**src/rtl/riscv_fetch_seq.sv**
```systemverilog
// riscv_fetch_pkg: PC source select shared with the PC register and decoder.
package riscv_fetch_pkg;

  typedef enum logic [1:0] {
    PC_PLUS4        = 2'd0,
    PC_ALU          = 2'd1,
    PC_B_TARGET     = 2'd2,
    PC_ECALL_TARGET = 2'd3
  } pc_sel_e;

endpackage : riscv_fetch_pkg

// riscv_fetch_seq: multi-cycle PC / instruction-fetch sequencer for the RV32I core.
//   clk, x_reset          clock, asynchronous active-low reset
//   halt                  level; parks the sequencer in IDLE between instructions
//   imem_req/ready/rvalid instruction fetch handshake, imem_rdata fetched word
//   inst_out, inst_valid  latched instruction and one-cycle evaluate pulse (EXEC)
//   is_* / br_flag        decoder results, valid while inst_valid is high
//   dmem_done             data access complete (MEM_WAIT)
//   pc_we, pc_sel         PC register update; decoded in the commit cycle itself so
//                         the PC register loads on the same edge the FSM leaves it
//   trap_valid/cause      one-cycle bus-timeout trap (01 imem, 10 dmem)
//   instret               retired-instruction counter, wraps
//   busy                  high in every state except IDLE
module riscv_fetch_seq
  import riscv_fetch_pkg::*;
#(
  parameter int unsigned WORD_LENGTH    = 32,
  parameter int unsigned TIMEOUT_CYCLES = 256,
  parameter int unsigned CNT_WIDTH      = 32
) (
  input  logic                   clk,
  input  logic                   x_reset,
  input  logic                   halt,
  output logic                   imem_req,
  input  logic                   imem_ready,
  input  logic                   imem_rvalid,
  input  logic [WORD_LENGTH-1:0] imem_rdata,
  output logic [WORD_LENGTH-1:0] inst_out,
  output logic                   inst_valid,
  input  logic                   is_jump,
  input  logic                   is_branch,
  input  logic                   br_flag,
  input  logic                   is_ecall,
  input  logic                   is_mem,
  input  logic                   dmem_done,
  output logic                   pc_we,
  output pc_sel_e                pc_sel,
  output logic                   trap_valid,
  output logic [1:0]             trap_cause,
  output logic [CNT_WIDTH-1:0]   instret,
  output logic                   busy
);

  localparam int unsigned WD_W = (TIMEOUT_CYCLES > 2) ? $clog2(TIMEOUT_CYCLES) : 1;

  typedef enum logic [2:0] {
    S_IDLE,
    S_FETCH,
    S_FETCH_WAIT,
    S_EXEC,
    S_MEM_WAIT,
    S_TRAP
  } state_e;

  state_e          state_q;
  state_e          state_d;
  logic [WD_W-1:0] wd_q;
  logic            wd_expired_c;
  logic            wd_waiting_c;
  logic            latch_inst_c;
  logic            retire_c;
  logic [1:0]      cause_c;

  // Last wait cycle before a timeout trap.
  assign wd_expired_c = (wd_q == WD_W'(TIMEOUT_CYCLES - 1));
  assign wd_waiting_c = (state_d == S_FETCH_WAIT) || (state_d == S_MEM_WAIT);

  // Next state plus the commit decode (pc_we/pc_sel) for the current cycle.
  always_comb begin
    state_d      = state_q;
    pc_we        = 1'b0;
    pc_sel       = PC_PLUS4;
    latch_inst_c = 1'b0;
    retire_c     = 1'b0;
    cause_c      = 2'b00;
    case (state_q)
      S_IDLE: begin
        if (!halt) state_d = S_FETCH;
      end
      S_FETCH: begin
        if (imem_ready) begin
          if (imem_rvalid) begin
            latch_inst_c = 1'b1;
            state_d      = S_EXEC;
          end else begin
            state_d = S_FETCH_WAIT;
          end
        end
      end
      S_FETCH_WAIT: begin
        // A response in the expiry cycle still wins over the trap.
        if (imem_rvalid) begin
          latch_inst_c = 1'b1;
          state_d      = S_EXEC;
        end else if (wd_expired_c) begin
          cause_c = 2'b01;
          state_d = S_TRAP;
        end
      end
      S_EXEC: begin
        if (is_ecall) begin
          pc_we  = 1'b1;
          pc_sel = PC_ECALL_TARGET;
        end else if (is_jump) begin
          pc_we  = 1'b1;
          pc_sel = PC_ALU;
        end else if (is_branch && br_flag) begin
          pc_we  = 1'b1;
          pc_sel = PC_B_TARGET;
        end else if (!is_mem) begin
          pc_we  = 1'b1;
          pc_sel = PC_PLUS4;
        end
        if (pc_we) begin
          retire_c = 1'b1;
          state_d  = halt ? S_IDLE : S_FETCH;
        end else begin
          state_d = S_MEM_WAIT;
        end
      end
      S_MEM_WAIT: begin
        if (dmem_done) begin
          pc_we    = 1'b1;
          pc_sel   = PC_PLUS4;
          retire_c = 1'b1;
          state_d  = halt ? S_IDLE : S_FETCH;
        end else if (wd_expired_c) begin
          cause_c = 2'b10;
          state_d = S_TRAP;
        end
      end
      S_TRAP: begin
        pc_we   = 1'b1;
        pc_sel  = PC_ECALL_TARGET;
        state_d = halt ? S_IDLE : S_FETCH;
      end
      default: begin
        state_d = S_IDLE;
      end
    endcase
  end

  // State, watchdog and registered outputs (decoded from the next state).
  always_ff @(posedge clk or negedge x_reset) begin
    if (!x_reset) begin
      state_q    <= S_IDLE;
      wd_q       <= '0;
      imem_req   <= 1'b0;
      inst_out   <= '0;
      inst_valid <= 1'b0;
      trap_valid <= 1'b0;
      trap_cause <= 2'b00;
      instret    <= '0;
      busy       <= 1'b0;
    end else begin
      state_q    <= state_d;
      imem_req   <= (state_d == S_FETCH);
      inst_valid <= (state_d == S_EXEC);
      trap_valid <= (state_d == S_TRAP);
      trap_cause <= (state_d == S_TRAP) ? cause_c : 2'b00;
      busy       <= (state_d != S_IDLE);
      if (latch_inst_c) inst_out <= imem_rdata;
      if (retire_c) instret <= instret + CNT_WIDTH'(1);
      // Clear on entry to a wait state, count while staying there.
      if (wd_waiting_c && (state_d != state_q)) begin
        wd_q <= '0;
      end else if (wd_waiting_c) begin
        wd_q <= wd_q + WD_W'(1);
      end
    end
  end

endmodule : riscv_fetch_seq

```
**config.mk**
```make
export PLATFORM = sky130hd
export DESIGN_NAME = riscv_fetch_seq
export DESIGN_NICKNAME = d
export VERILOG_FILES = /design/src/rtl/riscv_fetch_seq.sv
export SDC_FILE = /design/constraint.sdc
export NUM_CORES = 1
export LEC_CHECK = 0
export ABC_AREA = 0
export CORE_ASPECT_RATIO = 0.8
export CORE_MARGIN = 2
export CORE_UTILIZATION = 40
export DETAILED_ROUTE_END_ITERATION = 12
export GPL_TIMING_DRIVEN = 0
export PLACE_DENSITY_LB_ADDON = 0.3
export SETUP_SLACK_MARGIN = 0.05
export SYNTH_ARGS = -nofsm -noshare
export SYNTH_HDL_FRONTEND = slang
export SYNTH_SLANG_ARGS = --single-unit
```
**constraint.sdc**
```tcl
create_clock -name clk -period 6.1 [get_ports clk]
set_input_delay 0.61 -clock clk [delete_from_list [all_inputs] [get_ports clk]]
set_output_delay 0.61 -clock clk [all_outputs]
set_load 0.1 [all_outputs]
```
==> impl_metrics.ini, run 1 <==
[clock_tree]
cts_resized = 0
clk_path_buf_depth = 2
hold_buffers = 0
numCtsBuffers = 9
cts_tree = yes
cts.sinks = 81
cts_setup_buffers = 0
clock-root-buffer = clkbuf_16
insertion_delay_ps = 330
htreeDepth = 3
cts.clk_slew.worst_paths_ps = 60

[timing]
slew-limit-headroom_pct = 33.0
setup_violations = 0
finalMaxSlewViolations = 0
final.min_clock_period_ps = 3620
finalWorstSetupSlack_ps = 2480
worst_hold_slack_ps = 239
finalCritPeriodShare_pct = 59.4
finalHoldViolCount = 0
rsz0062_at_grt = false
worst_pin_slew_ps = 1000
final.setup.tns_ps = 0
fin_skew_ps = 6.61
max_freq_ghz = 0.276

[detailed_routing]
ant_nets = 0
via_count = 2953
avgViaCountPerCell = 5.19
drt-total-wl_mm = 8.70
drc = 0
drtIter0Drc = 118
wl_per_cell_um = 15.3
first_pass_iters = 4

[logic_synthesis]
yosysTopAreaCell = dfrtp_1
synth_edf_count = 0
syn_avg_cell_area_um2 = 11.5
syn_inst = 322
yosysMostFrequentCell = dfrtp_1
ys.flop_type = dfrtp_1
syn_area_mm2 = 0.00371
async_reset_ff_share_pct = 100
synth_commonest_cells = dfrtp_1, mux2_2, xor2_1
synth_area_leaders = dfrtp_1, mux2_2, xor2_1
ys_ff_latch = 81
yosysUniqueCellTypes = 48
ys_seq_area_share_pct = 54.7
synth_top_area_share_pct = 54.7
syn_nets = 367
yosysWarningCount = 0

[global_route]
first_global_vias = 2914
grt_usage_pct = 17.7
grt-ovfl-total = 0
grt_first_pass_wirelength_mm = 14.4
grt_max_degree = 45
antenna_found_initial = 0

[power]
netSwitchingFraction_pct = 52.6
leakagePower_nw = 2.30
p_switching_mw = 1.68
p_per_area_mw_per_mm2 = 599
p_clk_share_pct = 17.1
comb_power_share_pct = 57.7
vdd_drop_max_mv = 0.472
p_seq_share_pct = 25.2
intPower_mw = 1.51

[cells_and_area]
syn2layout_area_growth_pct = 43.7
nNetsFinal = 494
fillers = 786
layout.cells.non_filler = 569
final_layout_size_suffix_gt1_share_pct = 15.4
final_core_util_pct = 59.0
n_antenna_cell = 0

[placed_design]
portBuffers = 115
gp_congestion = 0.884
dp.cells = 553
place_hpwl_mm = 6.39
dp_slack_ps = 2480

[worst_setup_path]
r2r_cells = 7
crit_arrival_ps = 3010
critical_path_class = input pin to primary output
critPathLaunch = br_flag
worst-path-stages = 5
rr_startpoint = wd_q[0]
max_stage_delay_ps = 1130
cp_data_required_time_ps = 5490
cp-start-kind = input pin
path_buf_inv = 2
cp_common_cell = clkdlybuf4s50_1
end_kind = primary output
cp_cell_sequence = clkdlybuf4s50_1 > nand2_1 > a311oi_4 > or2_2 > clkdlybuf4s50_1
cp_max_fo = 7
cp_slowest_cell = clkdlybuf4s50_1
path_delay_family = buffers and inverters

[run_status]
status = complete, no violations

[die]
core-area_mm2 = 0.00904
initial_core_util_pct = 41.0
boundaryPins = 116
dieWidth_um = 112
die_area_mm2 = 0.0101
rows = 31
dieHeight_um = 90.1

[run]
max_cap_viol_count = 0

[worst_hold_path]
hold_path.class = input pin to async pin
[sequential cells by signal, summed over array words and instances (netlist names)]
| signal | count |
|---|---|
| inst_out | 32 |
| instret | 32 |
| wd_q | 8 |
| state_q | 3 |
| trap_cause | 2 |
| busy | 1 |
| imem_req | 1 |
| inst_valid | 1 |
| trap_valid | 1 |
[power groups by stage]
stage	Sequential (mW)	Combinational (mW)	Clock (mW)
after floorplan	1.77	0.442	0
after global placement	0.801	1.83	0
after detailed placement	0.811	1.85	0
after CTS	0.805	1.85	0.566
after global routing	0.825	1.92	0.591
final	0.804	1.84	0.547
[layout make-up]
type | instances | area [um^2] | share of cell area (%)
tap | 115 | 144 | 2.70
buffer | 11 | 50.0 | 0.939
multi-input combinational | 218 | 1590 | 29.8
inverter | 12 | 45.0 | 0.845
timing repair buffer | 116 | 1180 | 22.1
sequential | 81 | 2030 | 38.0
clock inverter | 7 | 76.3 | 1.43
clock buffer | 9 | 225 | 4.23
[cell usage in the layout (no fill, tap or decap), types with 2 or more instances in the layout]
master,instances
o211ai_1,3
or2_2,3
o2111ai_2,2
ha_1,2
nand2_1,18
and4_1,2
a211oi_1,2
o21ai_0,10
nor4_1,8
a21oi_1,6
dfrtp_1,81
nand4_1,7
nand3_1,16
buf_2,7
nor3b_1,2
inv_1,12
nand2b_1,6
nor3_1,12
xnor2_1,6
a311oi_1,2
and2_1,2
o22ai_1,4
inv_6,3
xor2_1,25
clkbuf_1,3
nor2b_1,5
and3_1,4
clkdlybuf4s50_1,114
clkbuf_16,9
clkinvlp_4,2
nor2_1,18
mux2_2,34
[cells by family after synthesis]
group                      synth area share (%)
and+or+nand+nor                            15.5
DFF                                        54.7
AOI/OAI and AO/OA                          8.94
muxes                                      10.3
xor gates and xnor gates                   7.32
buffers and inverters                      2.56
adders and majority gates                 0.675
[per-stage QoR]
step	total power [mW]	cell area (um^2)
after CTS	3.22	5330
after global placement	2.63	5000
after floorplan	2.21	3710
after detailed placement	2.66	5030
final	3.19	5330
after global routing	3.34	5330
[routing by layer]
layer,routed length (um),GRT usage [%],part of all wire [%],up-vias
met1,3960,23.9,45,1431
met4,65,3.81,0.75,0
met5,0,0,0,-
met3,861,8.90,9.9,5
met2,3820,25.7,44,107
li1,-,-,-,1410
[final timing paths]
check / end / slack (ps)
max: pc_we / 2480
min: state_q[2] / 240
max reg2reg: inst_out[8] / 3810
min reg2reg: instret[31] / 470
max in group asynchronous: inst_out[11] / 5270
min in group clk: instret[31] / 470
Power figures use the tool's default switching activity.
==> inputs of run 2 (changes only) <==
- clock period: 6.1 -> 3.44 ns (I/O delays scaled with it)
==> impl_metrics.ini, run 2 (synthesis results as in run 1) <==
[power]
leakagePower_nw = 2.31
p_seq_share_pct = 25.2
p_switching_mw = 2.98
vdd_drop_max_mv = 0.837
p_per_area_mw_per_mm2 = 1060
p_clk_share_pct = 17.1
netSwitchingFraction_pct = 52.6
intPower_mw = 2.68
comb_power_share_pct = 57.7

[die]
dieWidth_um = 112
core-area_mm2 = 0.00904
dieHeight_um = 90.1
boundaryPins = 116
die_area_mm2 = 0.0101
initial_core_util_pct = 41.0
rows = 31

[global_route]
antenna_found_initial = 0
grt_usage_pct = 17.7
grt_max_degree = 45
grt-ovfl-total = 0
first_global_vias = 2914
grt_first_pass_wirelength_mm = 14.4

[clock_tree]
cts.clk_slew.worst_paths_ps = 70
cts.sinks = 81
clk_path_buf_depth = 2
clock-root-buffer = clkbuf_16
insertion_delay_ps = 330
cts_tree = yes
numCtsBuffers = 9
htreeDepth = 3

[detailed_routing]
wl_per_cell_um = 15.3
drtIter0Drc = 116
drt-total-wl_mm = 8.72
first_pass_iters = 4
avgViaCountPerCell = 5.19
drc = 0
ant_nets = 0
via_count = 2957

[timing]
finalMaxSlewViolations = 0
worst_pin_slew_ps = 1000
finalCritPeriodShare_pct = 89.9
final.setup.tns_ps = 0
setup_violations = 0
worst_hold_slack_ps = 471
finalHoldViolCount = 0
max_freq_ghz = 0.324
final.min_clock_period_ps = 3090
slew-limit-headroom_pct = 33.0
rsz0062_at_grt = false
fin_skew_ps = 6.60

[worst_setup_path]
cp_cell_sequence = clkdlybuf4s50_1 > nand2_1 > a311oi_4 > or2_2 > clkdlybuf4s50_1
end_kind = primary output
cp_max_fo = 7
cp_common_cell = clkdlybuf4s50_1
cp_slowest_cell = clkdlybuf4s50_1
max_stage_delay_ps = 1130
cp-start-kind = input pin
cp_data_required_time_ps = 3100
critical_path_class = input pin to primary output
crit_arrival_ps = 2750

[cells_and_area]
final_cell_area_mm2 = 0.00534
nNetsFinal = 495
reg_top3 = inst_out x32, instret x32, wd_q x8
final_layout_size_suffix_gt1_share_pct = 15.4
syn2layout_area_growth_pct = 44.0
final_common_cell = clkdlybuf4s50_1
layout.cells.non_filler = 570
mostFrequentLayoutCells = clkdlybuf4s50_1, dfrtp_1, mux2_2, xor2_1
final_core_util_pct = 59.1
n_antenna_cell = 0

[placed_design]
dp.cells = 553
portBuffers = 115
gp_congestion = 0.884
place_hpwl_mm = 6.39
dpl_cell_area_mm2 = 0.00503

[worst_hold_path]
hold_path.class = flop to flop

[run]
max_cap_viol_count = 0

[run_status]
status = complete, no violations
[run 2: changes by cell type in the layout (fill, tap and decap cells not counted)]
cell and change:
dlygate4sd3_1 +1
[run 2: power groups by stage]
| stage | sequential (mW) | combinational (mW) | clock [mW] |
|---|---|---|---|
| floorplan | 3.14 | 0.783 | 0 |
| global placement | 1.42 | 3.25 | 0 |
| detailed placement | 1.44 | 3.28 | 0 |
| CTS | 1.43 | 3.29 | 1.00 |
| global route | 1.46 | 3.40 | 1.05 |
| finish | 1.42 | 3.27 | 0.969 |
[run 2: final timing paths]
| check | slack, ps | depth (start not counted) | endpoint | from |
|---|---|---|---|---|
| hold reg to reg | 470 | 1 | instret[31] | instret[31] |
| setup reg to reg | 1150 | 7 | inst_out[8] | wd_q[0] |
| max in group asynchronous | 2330 | 3 | inst_out[11] | x_reset |
| min in group asynchronous | 520 | 2 | state_q[2] | x_reset |
| setup / recovery | 350 | 5 | pc_we | br_flag |
| hold / removal | 470 | 1 | instret[31] | instret[31] |
[run 2: critical path: cells and delay by family]
kind | cells | cell delay [ps]
buffers and inverters | 2 | 1580
AO/OA/AOI/OAI | 1 | 500
AND/OR/NAND/NOR | 2 | 320
[run 2: layout make-up]
cell class	count	area, um^2
clock buffers	9	225
fillers	786	3700
multi-input cells	218	1590
flip-flops and latches	81	2030
clock inverters	7	76.3
plain buffers	11	50.0
well taps	115	144
repair buffers	117	1190
inverters	12	45.0
[run 2: layer usage]
layer	track usage, %	share of wire [%]	up-vias
met5	0	0	-
met4	3.81	0.75	0
met3	8.83	9.9	5
met2	25.7	44	108
met1	23.9	45	1432
li1	-	-	1412
[run 2: metrics by stage]
| step | power [mW] | worst slack (ps) |
|---|---|---|
| 2_1_floorplan | 3.93 | 806 |
| 6_report | 5.66 | 349 |
| 5_1_grt | 5.92 | 281 |
| 3_5_place_dp | 4.71 | 353 |
| 3_3_place_gp | 4.67 | -849 |
| 4_1_cts | 5.72 | 333 |
[run 2: repair_timing]
action,CTS,global route
hold buffers,1,0
gates resized for setup,0,0
endpoints found under the hold margin,30,0
setup buffers,0,0
==> inputs of run 3 (changes only) <==
- CTS_CLUSTER_DIAMETER: not set -> 30
- SETUP_SLACK_MARGIN: 0.05 -> 0.1
==> results of run 3 <==
Final layout, timing and power as in run 2 (identical DEF).
